## src/rtl/paddle_pkg.sv

```systemverilog
// Shared types and playfield constants for the paddle input controller.
package paddle_pkg;

  typedef enum logic [1:0] {
    WAIT_RELEASE = 2'd0,
    PLAY         = 2'd1,
    FROZEN       = 2'd2
  } ctrl_state_t;

  typedef enum logic {
    DIR_LEFT  = 1'b0,
    DIR_RIGHT = 1'b1
  } dir_t;

  localparam int PLAYFIELD_X_MAX = 639;
  localparam int PLAYFIELD_Y_MAX = 479;
  localparam int PADDLE_X_W      = 11;
  localparam int TURBO_LVL_W     = 6;

endpackage

```

## src/rtl/paddle_if.sv

```systemverilog
// Key/feedback inputs and mover commands of the paddle controller.
interface paddle_if;
  import paddle_pkg::*;

  logic                         startOfFrame;
  logic                         keyLeft;
  logic                         keyRight;
  logic                         keyTurbo;
  logic                         freeze;
  logic signed [PADDLE_X_W-1:0] paddleX;
  logic                         Left;
  logic                         Right;
  logic                         Turbo;
  logic [TURBO_LVL_W-1:0]       turboLevel;
  logic                         turboExhausted;

  // master: keyboard/game/mover side; slave: the controller
  modport master (
    output startOfFrame, keyLeft, keyRight, keyTurbo, freeze, paddleX,
    input  Left, Right, Turbo, turboLevel, turboExhausted
  );

  modport slave (
    input  startOfFrame, keyLeft, keyRight, keyTurbo, freeze, paddleX,
    output Left, Right, Turbo, turboLevel, turboExhausted
  );

endinterface

```

## src/rtl/paddle_ctrl_turbo_meter.sv

```systemverilog
// Per-frame turbo energy: drains while turbo is active, recharges one step
// every RECHARGE_DIV idle frames, and locks out turbo from empty until rearmed.
module turbo_meter
  import paddle_pkg::*;
#(
  parameter int TURBO_MAX    = 60,
  parameter int TURBO_REARM  = 20,
  parameter int RECHARGE_DIV = 4
) (
  input  logic                   clk,
  input  logic                   resetN,
  input  logic                   startOfFrame,
  input  logic                   drain,
  input  logic                   hold,
  output logic [TURBO_LVL_W-1:0] level,
  output logic                   exhausted
);

  localparam int CNT_W = (RECHARGE_DIV > 1) ? $clog2(RECHARGE_DIV) : 1;
  localparam logic [CNT_W-1:0]       CNT_LAST  = CNT_W'(RECHARGE_DIV - 1);
  localparam logic [TURBO_LVL_W-1:0] LVL_MAX   = TURBO_LVL_W'(TURBO_MAX);
  localparam logic [TURBO_LVL_W-1:0] LVL_REARM = TURBO_LVL_W'(TURBO_REARM);

  logic [CNT_W-1:0] rechargeCnt;

  // hold turns a frame that coincides with a freeze into a recharge frame
  always_ff @(posedge clk or negedge resetN) begin
    if (!resetN) begin
      level       <= LVL_MAX;
      exhausted   <= 1'b0;
      rechargeCnt <= '0;
    end else if (startOfFrame) begin
      if (drain && !hold) begin
        if (level != '0) begin
          level <= level - 1'b1;
          if (level == TURBO_LVL_W'(1))
            exhausted <= 1'b1;
        end
      end else if (rechargeCnt == CNT_LAST) begin
        rechargeCnt <= '0;
        if (level < LVL_MAX) begin
          level <= level + 1'b1;
          if ((level + 1'b1) >= LVL_REARM)
            exhausted <= 1'b0;
        end
      end else begin
        rechargeCnt <= rechargeCnt + 1'b1;
      end
    end
  end

endmodule

```

## src/rtl/paddle_ctrl.sv

```systemverilog
// Paddle input controller: key arbitration, wall clamp, freeze sequencing
// and turbo rationing, with registered Left/Right/Turbo commands.
//
//   state        | meaning
//   WAIT_RELEASE | outputs 0; waits for both direction keys up and no freeze
//   PLAY         | commands follow keys, arbitration and wall clamp
//   FROZEN       | outputs 0 while the game holds freeze
module paddle_ctrl
  import paddle_pkg::*;
#(
  parameter int X_MIN        = 0,
  parameter int X_MAX        = PLAYFIELD_X_MAX,
  parameter int PADDLE_W     = 64,
  parameter int TURBO_MAX    = 60,
  parameter int TURBO_REARM  = 20,
  parameter int RECHARGE_DIV = 4
) (
  input  logic     clk,
  input  logic     resetN,
  paddle_if.slave  pif
);

  localparam logic signed [11:0] X_MIN_S = 12'(X_MIN);
  localparam logic signed [11:0] X_MAX_S = 12'(X_MAX);
  localparam logic signed [11:0] PW_S    = 12'(PADDLE_W);

  ctrl_state_t       state, state_nxt;
  dir_t              lastDir, dir_eff;
  logic              keyLeft_d, keyRight_d;
  logic              riseLeft, riseRight;
  logic              want_l, want_r;
  logic              left_nxt, right_nxt, turbo_nxt;
  logic              left_ok, right_ok;
  logic signed [11:0] px_ext;

  assign riseLeft  = pif.keyLeft  & ~keyLeft_d;
  assign riseRight = pif.keyRight & ~keyRight_d;
  assign dir_eff   = riseRight ? DIR_RIGHT : (riseLeft ? DIR_LEFT : lastDir);

  assign px_ext   = {pif.paddleX[PADDLE_X_W-1], pif.paddleX};
  assign left_ok  = px_ext > X_MIN_S;
  assign right_ok = (px_ext + PW_S) < X_MAX_S;

  always_ff @(posedge clk or negedge resetN) begin
    if (!resetN) begin
      state      <= WAIT_RELEASE;
      lastDir    <= DIR_RIGHT;
      keyLeft_d  <= 1'b0;
      keyRight_d <= 1'b0;
      pif.Left   <= 1'b0;
      pif.Right  <= 1'b0;
      pif.Turbo  <= 1'b0;
    end else begin
      state      <= state_nxt;
      lastDir    <= dir_eff;
      keyLeft_d  <= pif.keyLeft;
      keyRight_d <= pif.keyRight;
      pif.Left   <= left_nxt;
      pif.Right  <= right_nxt;
      pif.Turbo  <= turbo_nxt;
    end
  end

  // Commands are decided against the next state so a freeze blanks them in one clk
  always_comb begin
    state_nxt = state;
    want_l    = pif.keyLeft;
    want_r    = pif.keyRight;
    left_nxt  = 1'b0;
    right_nxt = 1'b0;
    turbo_nxt = 1'b0;

    case (state)
      WAIT_RELEASE: if (!pif.keyLeft && !pif.keyRight && !pif.freeze) state_nxt = PLAY;
      PLAY:         if (pif.freeze) state_nxt = FROZEN;
      FROZEN:       if (!pif.freeze) state_nxt = WAIT_RELEASE;
      default:      state_nxt = WAIT_RELEASE;
    endcase

    if (pif.keyLeft && pif.keyRight) begin
      want_l = (dir_eff == DIR_LEFT);
      want_r = (dir_eff == DIR_RIGHT);
    end

    if (state_nxt == PLAY) begin
      left_nxt  = want_l & left_ok;
      right_nxt = want_r & right_ok;
      turbo_nxt = pif.keyTurbo & (left_nxt | right_nxt) & ~pif.turboExhausted;
    end
  end

  turbo_meter #(
    .TURBO_MAX    (TURBO_MAX),
    .TURBO_REARM  (TURBO_REARM),
    .RECHARGE_DIV (RECHARGE_DIV)
  ) u_turbo_meter (
    .clk          (clk),
    .resetN       (resetN),
    .startOfFrame (pif.startOfFrame),
    .drain        (pif.Turbo),
    .hold         (pif.freeze),
    .level        (pif.turboLevel),
    .exhausted    (pif.turboExhausted)
  );

endmodule

```

## src/flat_wrapper.sv

```systemverilog
// flat-port wrapper written by rule: the top's interface ports become plain ports
module paddle_ctrl_flat import paddle_pkg::*;
#(
  parameter int X_MIN        = 0,
  parameter int X_MAX        = PLAYFIELD_X_MAX,
  parameter int PADDLE_W     = 64,
  parameter int TURBO_MAX    = 60,
  parameter int TURBO_REARM  = 20,
  parameter int RECHARGE_DIV = 4
)
  (clk, resetN, pif_startOfFrame, pif_keyLeft, pif_keyRight, pif_keyTurbo, pif_freeze, pif_paddleX, pif_Left, pif_Right, pif_Turbo, pif_turboLevel, pif_turboExhausted);
  paddle_if pif_i ();
  input  logic clk;
  input  logic resetN;
  input wire logic [$bits(pif_i.startOfFrame)-1:0] pif_startOfFrame;
  input wire logic [$bits(pif_i.keyLeft)-1:0] pif_keyLeft;
  input wire logic [$bits(pif_i.keyRight)-1:0] pif_keyRight;
  input wire logic [$bits(pif_i.keyTurbo)-1:0] pif_keyTurbo;
  input wire logic [$bits(pif_i.freeze)-1:0] pif_freeze;
  input wire logic [$bits(pif_i.paddleX)-1:0] pif_paddleX;
  output wire logic [$bits(pif_i.Left)-1:0] pif_Left;
  output wire logic [$bits(pif_i.Right)-1:0] pif_Right;
  output wire logic [$bits(pif_i.Turbo)-1:0] pif_Turbo;
  output wire logic [$bits(pif_i.turboLevel)-1:0] pif_turboLevel;
  output wire logic [$bits(pif_i.turboExhausted)-1:0] pif_turboExhausted;
  assign pif_i.startOfFrame = pif_startOfFrame;
  assign pif_i.keyLeft = pif_keyLeft;
  assign pif_i.keyRight = pif_keyRight;
  assign pif_i.keyTurbo = pif_keyTurbo;
  assign pif_i.freeze = pif_freeze;
  assign pif_i.paddleX = pif_paddleX;
  assign pif_Left = pif_i.Left;
  assign pif_Right = pif_i.Right;
  assign pif_Turbo = pif_i.Turbo;
  assign pif_turboLevel = pif_i.turboLevel;
  assign pif_turboExhausted = pif_i.turboExhausted;
  paddle_ctrl #(.X_MIN(X_MIN), .X_MAX(X_MAX), .PADDLE_W(PADDLE_W), .TURBO_MAX(TURBO_MAX), .TURBO_REARM(TURBO_REARM), .RECHARGE_DIV(RECHARGE_DIV)) u_core (.clk(clk), .resetN(resetN), .pif(pif_i));
endmodule
```

## config.mk

```make
export PLATFORM = sky130hd
export DESIGN_NAME = paddle_ctrl_flat
export DESIGN_NICKNAME = d
export VERILOG_FILES = /design/src/rtl/paddle_pkg.sv /design/src/rtl/paddle_if.sv /design/src/rtl/paddle_ctrl_turbo_meter.sv /design/src/rtl/paddle_ctrl.sv /design/src/flat_wrapper.sv
export SDC_FILE = /design/constraint.sdc
export NUM_CORES = 1
export LEC_CHECK = 0
export CAP_MARGIN = 20
export CORE_MARGIN = 2
export CORE_UTILIZATION = 43
export CTS_CLUSTER_SIZE = 14
export DETAILED_ROUTE_END_ITERATION = 6
export GPL_ROUTABILITY_DRIVEN = 0
export PLACE_DENSITY = 0.75
export SLEW_MARGIN = 20
export SYNTH_ARGS = -nofsm -noshare
export SYNTH_HDL_FRONTEND = slang
export SYNTH_SLANG_ARGS = --single-unit
```

## constraint.sdc

```tcl
create_clock -name clk -period 1.5 [get_ports clk]
set_input_delay 0.3 -clock clk [delete_from_list [all_inputs] [get_ports clk]]
set_output_delay 0.3 -clock clk [all_outputs]
set_load 0.05 [all_outputs]
```

# Word-level counts from Yosys, hierarchy flattened
# Cells that the tools add are included.
# Widths: inputs -> output; s select.
word_totals:
  ff_bits: 17
  out_inout_bits: 10
  in_bits: 18
  elab_cells: 74
op_classes:
  bitwise_logic: 12
  eq_ne: 7
  order_cmp: 4
  n_addsub: 4
  n_mux: 22
  n_reduce_logical: 15
op_table:
  columns: ["operator", "count"]
  rows:
  - ["$mux 6", 4]
  - ["$mux 1", 13]
  - ["$add 11x8->12 const B", 1]
  - ["$lt 12x11->1 const B", 1]
  - ["$gt 11x1->1 const B", 1]
  - ["$mux 2", 4]
  - ["$add 6x1->6 const B", 1]
  - ["$and 1x1->1", 6]
  - ["$eq 6x1->1 const B", 1]
  - ["$ge 6x5->1 const B", 1]
  - ["$lt 6x6->1 const B", 1]
  - ["$pmux 2 s3", 1]
  - ["$reduce_and 6->1", 1]
  - ["$reduce_bool 2->1", 3]
  - ["$reduce_bool 6->1", 1]
  - ["$sub 6x1->6 const B", 1]
  - ["$not 1->1", 5]
  - ["$eq 2x1->1 const B", 2]
  - ["$eq 2x2->1 const B", 2]
  - ["$logic_and 1x1->1", 4]
  - ["$ne 2x1->1 const B", 2]
  - ["$reduce_and 4->1", 1]
  - ["$logic_not 1->1", 3]
  - ["$add 2x1->2 const B", 1]
  - ["other kinds (3)", 3]

# Depth between registers and ports, before layout
depth:
  word_depth: 11
  mapped_depth: 7
  mapped_depth_nobuf: 7

# Hierarchy
# From an unflattened synthesis, not the netlist that was laid out.
hier_totals:
  cells_unflattened: 116
  hier_area_um2: 1104.8
modules_own_cells:
  columns: ["module", "area_each_um2", "seq_area_each_um2", "cells_per_inst", "instances"]
  rows:
  - ["turbo_meter", 663.1, 230.2, 72, 1]
  - ["paddle_ctrl", 441.7, 201.4, 44, 1]

# Worst setup path before layout
# Ideal clock, no wire load.
synth_path:
  path_type: "register -> register"
  startpoint: "reg u_core.u_turbo_meter.level[0]"
  endpoint: "reg u_core.u_turbo_meter.level[2]"
  arrival_ns: 1.779
  setup_ns: 0.075
  required_time_ns: 1.425
  n_path_buf: 0
  stages_incl_launch_ff: 6
  period_less_slack_ns: 1.853
  setup_slack_ns: -0.353
  cell_sequence: "dfrtp_1 inv_1 ha_1 a221o_4 a21oi_2 xor2_1"
synth_between:
  elab_chain_len: 4
  elab_cells_between_ends: 11
  cone_classes: "2 x add/sub; 1 x order compare; 1 x eq/ne; 4 x mux; 3 x reduce/logical"
synth_lines:
  columns: ["item", "line_no", "text"]
  rows:
  - ["start: declaration", "paddle_ctrl_turbo_meter.sv:15", "output logic [TURBO_LVL_W-1:0] level,"]
  - ["start signal: assignment", "paddle_ctrl_turbo_meter.sv:35", "level <= level - 1'b1;"]
  - ["start signal: assignment", "paddle_ctrl_turbo_meter.sv:42", "level <= level + 1'b1;"]
  - ["$add 6x1->6", "paddle_ctrl_turbo_meter.sv:42", null]
  - ["$mux 6", "paddle_ctrl_turbo_meter.sv:41", "if (level < LVL_MAX) begin"]
  - ["$mux 6", "paddle_ctrl_turbo_meter.sv:39", "end else if (rechargeCnt == CNT_LAST) begin"]
  - ["$mux 6", "paddle_ctrl_turbo_meter.sv:33", "if (drain && !hold) begin"]
# Several ways; a longest one is shown, not always the timed one. The select of a mux whose other input is x is not followed.
# A chain may end at the register's enable or synchronous reset.

# Worst setup path after layout
layout_path:
  startpoint: "reg u_core.u_turbo_meter.level[3]"
  endpoint: "reg u_core.u_turbo_meter.level[2]"
layout_between:
  elab_chain_len: 3
  elab_cells_between_ends: 5
  cone_classes: "1 x order compare; 1 x eq/ne; 3 x reduce/logical"
layout_lines:
  columns: ["item", "line_no"]
  rows:
  - ["$lt 6x6->1 or $reduce_bool 6->1 (tied branches)", "paddle_ctrl_turbo_meter.sv:41, paddle_ctrl_turbo_meter.sv:34"]
  - ["$reduce_bool 2->1 (no line) or $ne 2x1->1 (tied branches)", null]
  - ["$reduce_and 4->1 (no line) (*)", null]
# Mark *: on every way between the ends. The rest lies on a longest branch, timed or not.

==> summary.md <==
• Hold-fix buffers, CTS: 0
• startpoint-to-endpoint class of the critical path: register to register
• number of warning messages in the yosys log: 0
• total routing usage reported by global routing: 0.222
• maximum number of pins on one net before global-route repair: 18
• count of vias placed by the detailed router: 1069
• CTS tree: yes
• leak pwr: 0.820 nW
• slew at the pin closest to its max-slew limit: 246 ps
• largest fanout of any net on the critical path: 7
• power per unit of standard cell area: 1380 nW/um^2
• n_diodes: 0
• setup repair after global routing missed its margin: yes
• antenna violations before repair: 0
• worst-skew pair later-pin latency: 290 ps
• launching point of the worst reg2reg path: u_core.u_turbo_meter.level[3]
• final routed DRC violation total: 0
• crit path DAT: 1850 ps
• top-area cell type share of the netlist area: 0.275
• clock share of power: 0.098
• number of H-tree levels: 1
• count of placed standard cells in the final layout, fillers left out: 198
• worst vdd rail ir drop: 1.33 mV
• startpoint types: register
• 1st-pass router iterations: 4
• flop and latch count out of synthesis: 17
• vias in the first global route: 1073
• startpoint of the worst hold path: pif_keyRight
• final critical-path setup slack: -126 ps
• reg-to-reg critical path endpoint: u_core.u_turbo_meter.level[2]
• Cells after DPL: 192
• post-DR wirelength/cell: 13.7 um
• post-CTS clock slew at the launch and capture registers of the worst setup and hold paths: 100 ps
• cell count after synthesis: 111
• data required time at the worst endpoint: 1730 ps
• Avg Inst Size Synth: 9.84 um^2
• Syn Nets: 136
• post-DP HPWL: 2190 um
• floorplan die area: 2960 um^2
• remaining max-slew budget at the tightest pin: 0.836
• largest cells by area after synthesis: sky130_fd_sc_hd__dfrtp_1, sky130_fd_sc_hd__dfstp_2, sky130_fd_sc_hd__ha_1
• root buffer selected by CTS: sky130_fd_sc_hd__clkbuf_4
• most used flip-flop cell after synthesis: sky130_fd_sc_hd__dfrtp_1
• sum of overflow across all layers after global routing: 0
• number of standard-cell rows in the floorplan: 18
• final WL: 2720 um
• number of enable flip-flop cells after synthesis: 0
• fill cell count: 182
• fraction of the yosys area taken by sequential cells: 0.395
• ys async rst share: 1.00
• # port buffers: 27
• number of routed nets with antenna violations: 0
• CTS max path bufs: 2
• count of final max-slew check failures: 0
• worst hold path type: input port to register
• capturing instance or port of the critical path: u_core.u_turbo_meter.level[2]
• Logic pwr share: 0.596
• layout overhead on the synthesized area: 63.3%
• ranking of synthesized cells by instance count: sky130_fd_sc_hd__dfrtp_1, sky130_fd_sc_hd__inv_1, sky130_fd_sc_hd__nor2_1, sky130_fd_sc_hd__ha_1, sky130_fd_sc_hd__nand2_1
• violations in the final reports: setup timing
• fin crit period: 1630 ps
• Switching Share: 0.404
• power spent charging and discharging nets: 0.993 mW
• drt via density: 5.40
• worst clock skew on the final layout: 10.5 ps
• Chip Width: 54.4 um
• outcome: complete, but fails checks
• final layout net count: 194
• Achievable Freq: 615 MHz
• worst-case hold slack: 310 ps
• die boundary height: 54.4 um
• clock net sink count: 17
• wire length of the first global-routing pass: 4620 um
• DRC violation total after the first TritonRoute iteration: 21
• count of distinct cell types in the synthesized netlist: 45
• effective utilization at floorplan: 0.449
• Final Hold Vio Count: 0
• most numerous cell in the Yosys netlist: sky130_fd_sc_hd__dfrtp_1
• placeable core area: 2430 um^2
• reg2reg setup slack: -130 ps
• Worst Setup SP: u_core.u_turbo_meter.level[3]
• post-synthesis instance area: 1090 um^2
• number of failing setup endpoints in the final timing report: 6
• Flop pwr share: 0.306
• number of clock buffers inserted by TritonCTS: 3
• fraction of the cycle the final worst path needs: 1.08
• fraction of final layout cells sized beyond drive strength 1: 0.387
• number of max-capacitance violations reported: 0
• I/O Pins: 28
• cells on worst reg2reg path: 5
• post-synthesis cell type with the largest combined area: sky130_fd_sc_hd__dfrtp_1
• internal power summed over all cells: 1.47 mW
• critical path capture point type: register
power groups by stage:
stage / Clock [mW] / Combinational (mW) / Sequential (mW)
2_1_floorplan: 0 / 0.486 / 0.970
3_3_place_gp: 0 / 1.38 / 0.751
3_5_place_dp: 0 / 1.42 / 0.757
4_1_cts: 0.253 / 1.44 / 0.751
5_1_grt: 0.275 / 1.57 / 0.771
6_report: 0.242 / 1.47 / 0.752
state kept, by name (all words and copies together) (netlist names):
| register | cells |
|---|---|
| u_core.u_turbo_meter.level | 6 |
| u_core.state | 2 |
| u_core.u_turbo_meter.rechargeCnt | 2 |
| u_core.keyLeft_d | 1 |
| u_core.keyRight_d | 1 |
| u_core.lastDir | 1 |
| u_core.pif.Left | 1 |
| u_core.pif.Right | 1 |
| u_core.pif.Turbo | 1 |
| u_core.u_turbo_meter.exhausted | 1 |
per-stage QoR:
step           setup WS [ps]   util  instance area (um^2)  power, mW  TNS (ps)
6_report                -126  0.734                  1780       2.46      -392
5_1_grt                 -183  0.734                  1780       2.62      -794
3_3_place_gp            -452  0.701                  1710       2.13     -3820
4_1_cts                -98.3  0.726                  1770       2.44      -264
2_1_floorplan           -295      -                  1120       1.46     -1550
3_5_place_dp            -545  0.701                  1710       2.18     -4550
placed cells by master (no fill, tap or decap), types with 2 or more instances in the layout:
cell type / instances
sky130_fd_sc_hd__ha_1: 6
sky130_fd_sc_hd__clkbuf_4: 3
sky130_fd_sc_hd__and2_1: 2
sky130_fd_sc_hd__dfstp_2: 3
sky130_fd_sc_hd__nand2_1: 7
sky130_fd_sc_hd__xnor2_1: 3
sky130_fd_sc_hd__a21oi_1: 4
sky130_fd_sc_hd__o21ai_1: 5
sky130_fd_sc_hd__inv_1: 8
sky130_fd_sc_hd__dlygate4sd2_1: 4
sky130_fd_sc_hd__nand4_1: 5
sky130_fd_sc_hd__nand3_1: 4
sky130_fd_sc_hd__buf_12: 10
sky130_fd_sc_hd__dfrtp_1: 9
sky130_fd_sc_hd__nor2_1: 7
sky130_fd_sc_hd__buf_4: 27
sky130_fd_sc_hd__clkdlybuf4s50_1: 12
sky130_fd_sc_hd__xor2_1: 3
sky130_fd_sc_hd__a21oi_2: 2
sky130_fd_sc_hd__dfstp_4: 2
sky130_fd_sc_hd__a31oi_1: 2
sky130_fd_sc_hd__dfrtp_2: 3
how the worst min path moves through the flow:
stage	end	slack, ps	cells after the start
after floorplan	u_core.keyLeft_d	4	0
after global placement	u_core.u_turbo_meter.rechargeCnt[1]	480	1
after detailed placement	u_core.u_turbo_meter.rechargeCnt[1]	490	1
after CTS	u_core.pif.Right	330	2
after global routing	u_core.keyRight_d	320	2
final	u_core.keyRight_d	310	2
cell families (layout without fill, tap and decap cells):
family,count (synthesis),count (layout),synth area share
simple gates,43,43,0.228
compound gates,25,25,0.178
flops,17,17,0.395
buf+inv,11,68,0.0515
fa+ha+maj,7,7,0.0802
xor+xnor,6,6,0.0481
mux,2,2,0.0195
layer usage:
| metal | part of all wire | up-vias | global-route usage |
|---|---|---|---|
| li1 | - | 517 | - |
| met1 | 0.41 | 509 | 0.247 |
| met2 | 0.52 | 35 | 0.394 |
| met3 | 0.043 | 8 | 0.0492 |
| met4 | 0.021 | 0 | 0.113 |
| met5 | 0 | - | 0 |
worst max-delay path: stages (launching register included):
cell and delay (ps):
sky130_fd_sc_hd__dfstp_4 650, sky130_fd_sc_hd__nor2_4 40, sky130_fd_sc_hd__nor4b_4 120, sky130_fd_sc_hd__a221o_4 450
sky130_fd_sc_hd__a21oi_2 150, sky130_fd_sc_hd__xor2_1 160
cell type report:
cell class	instances	area [um^2]	area share
Multi-Input combinational cell	83	658	0.369
Timing Repair Buffer	55	582	0.326
Sequential cell	17	443	0.248
Tap cell	30	37.5	0.0210
Inverter	9	36.3	0.0203
Clock buffer	3	22.5	0.0126
Clock inverter	1	5.00	0.00281
repair_timing:
item                       in CTS  in global routing
pin swaps                       9                  8
setup endpoints to repair       9                 11
setup buffers                   1                  2
gates resized for setup        11                  4
Note: power is estimated with default switching activity, not from simulation.
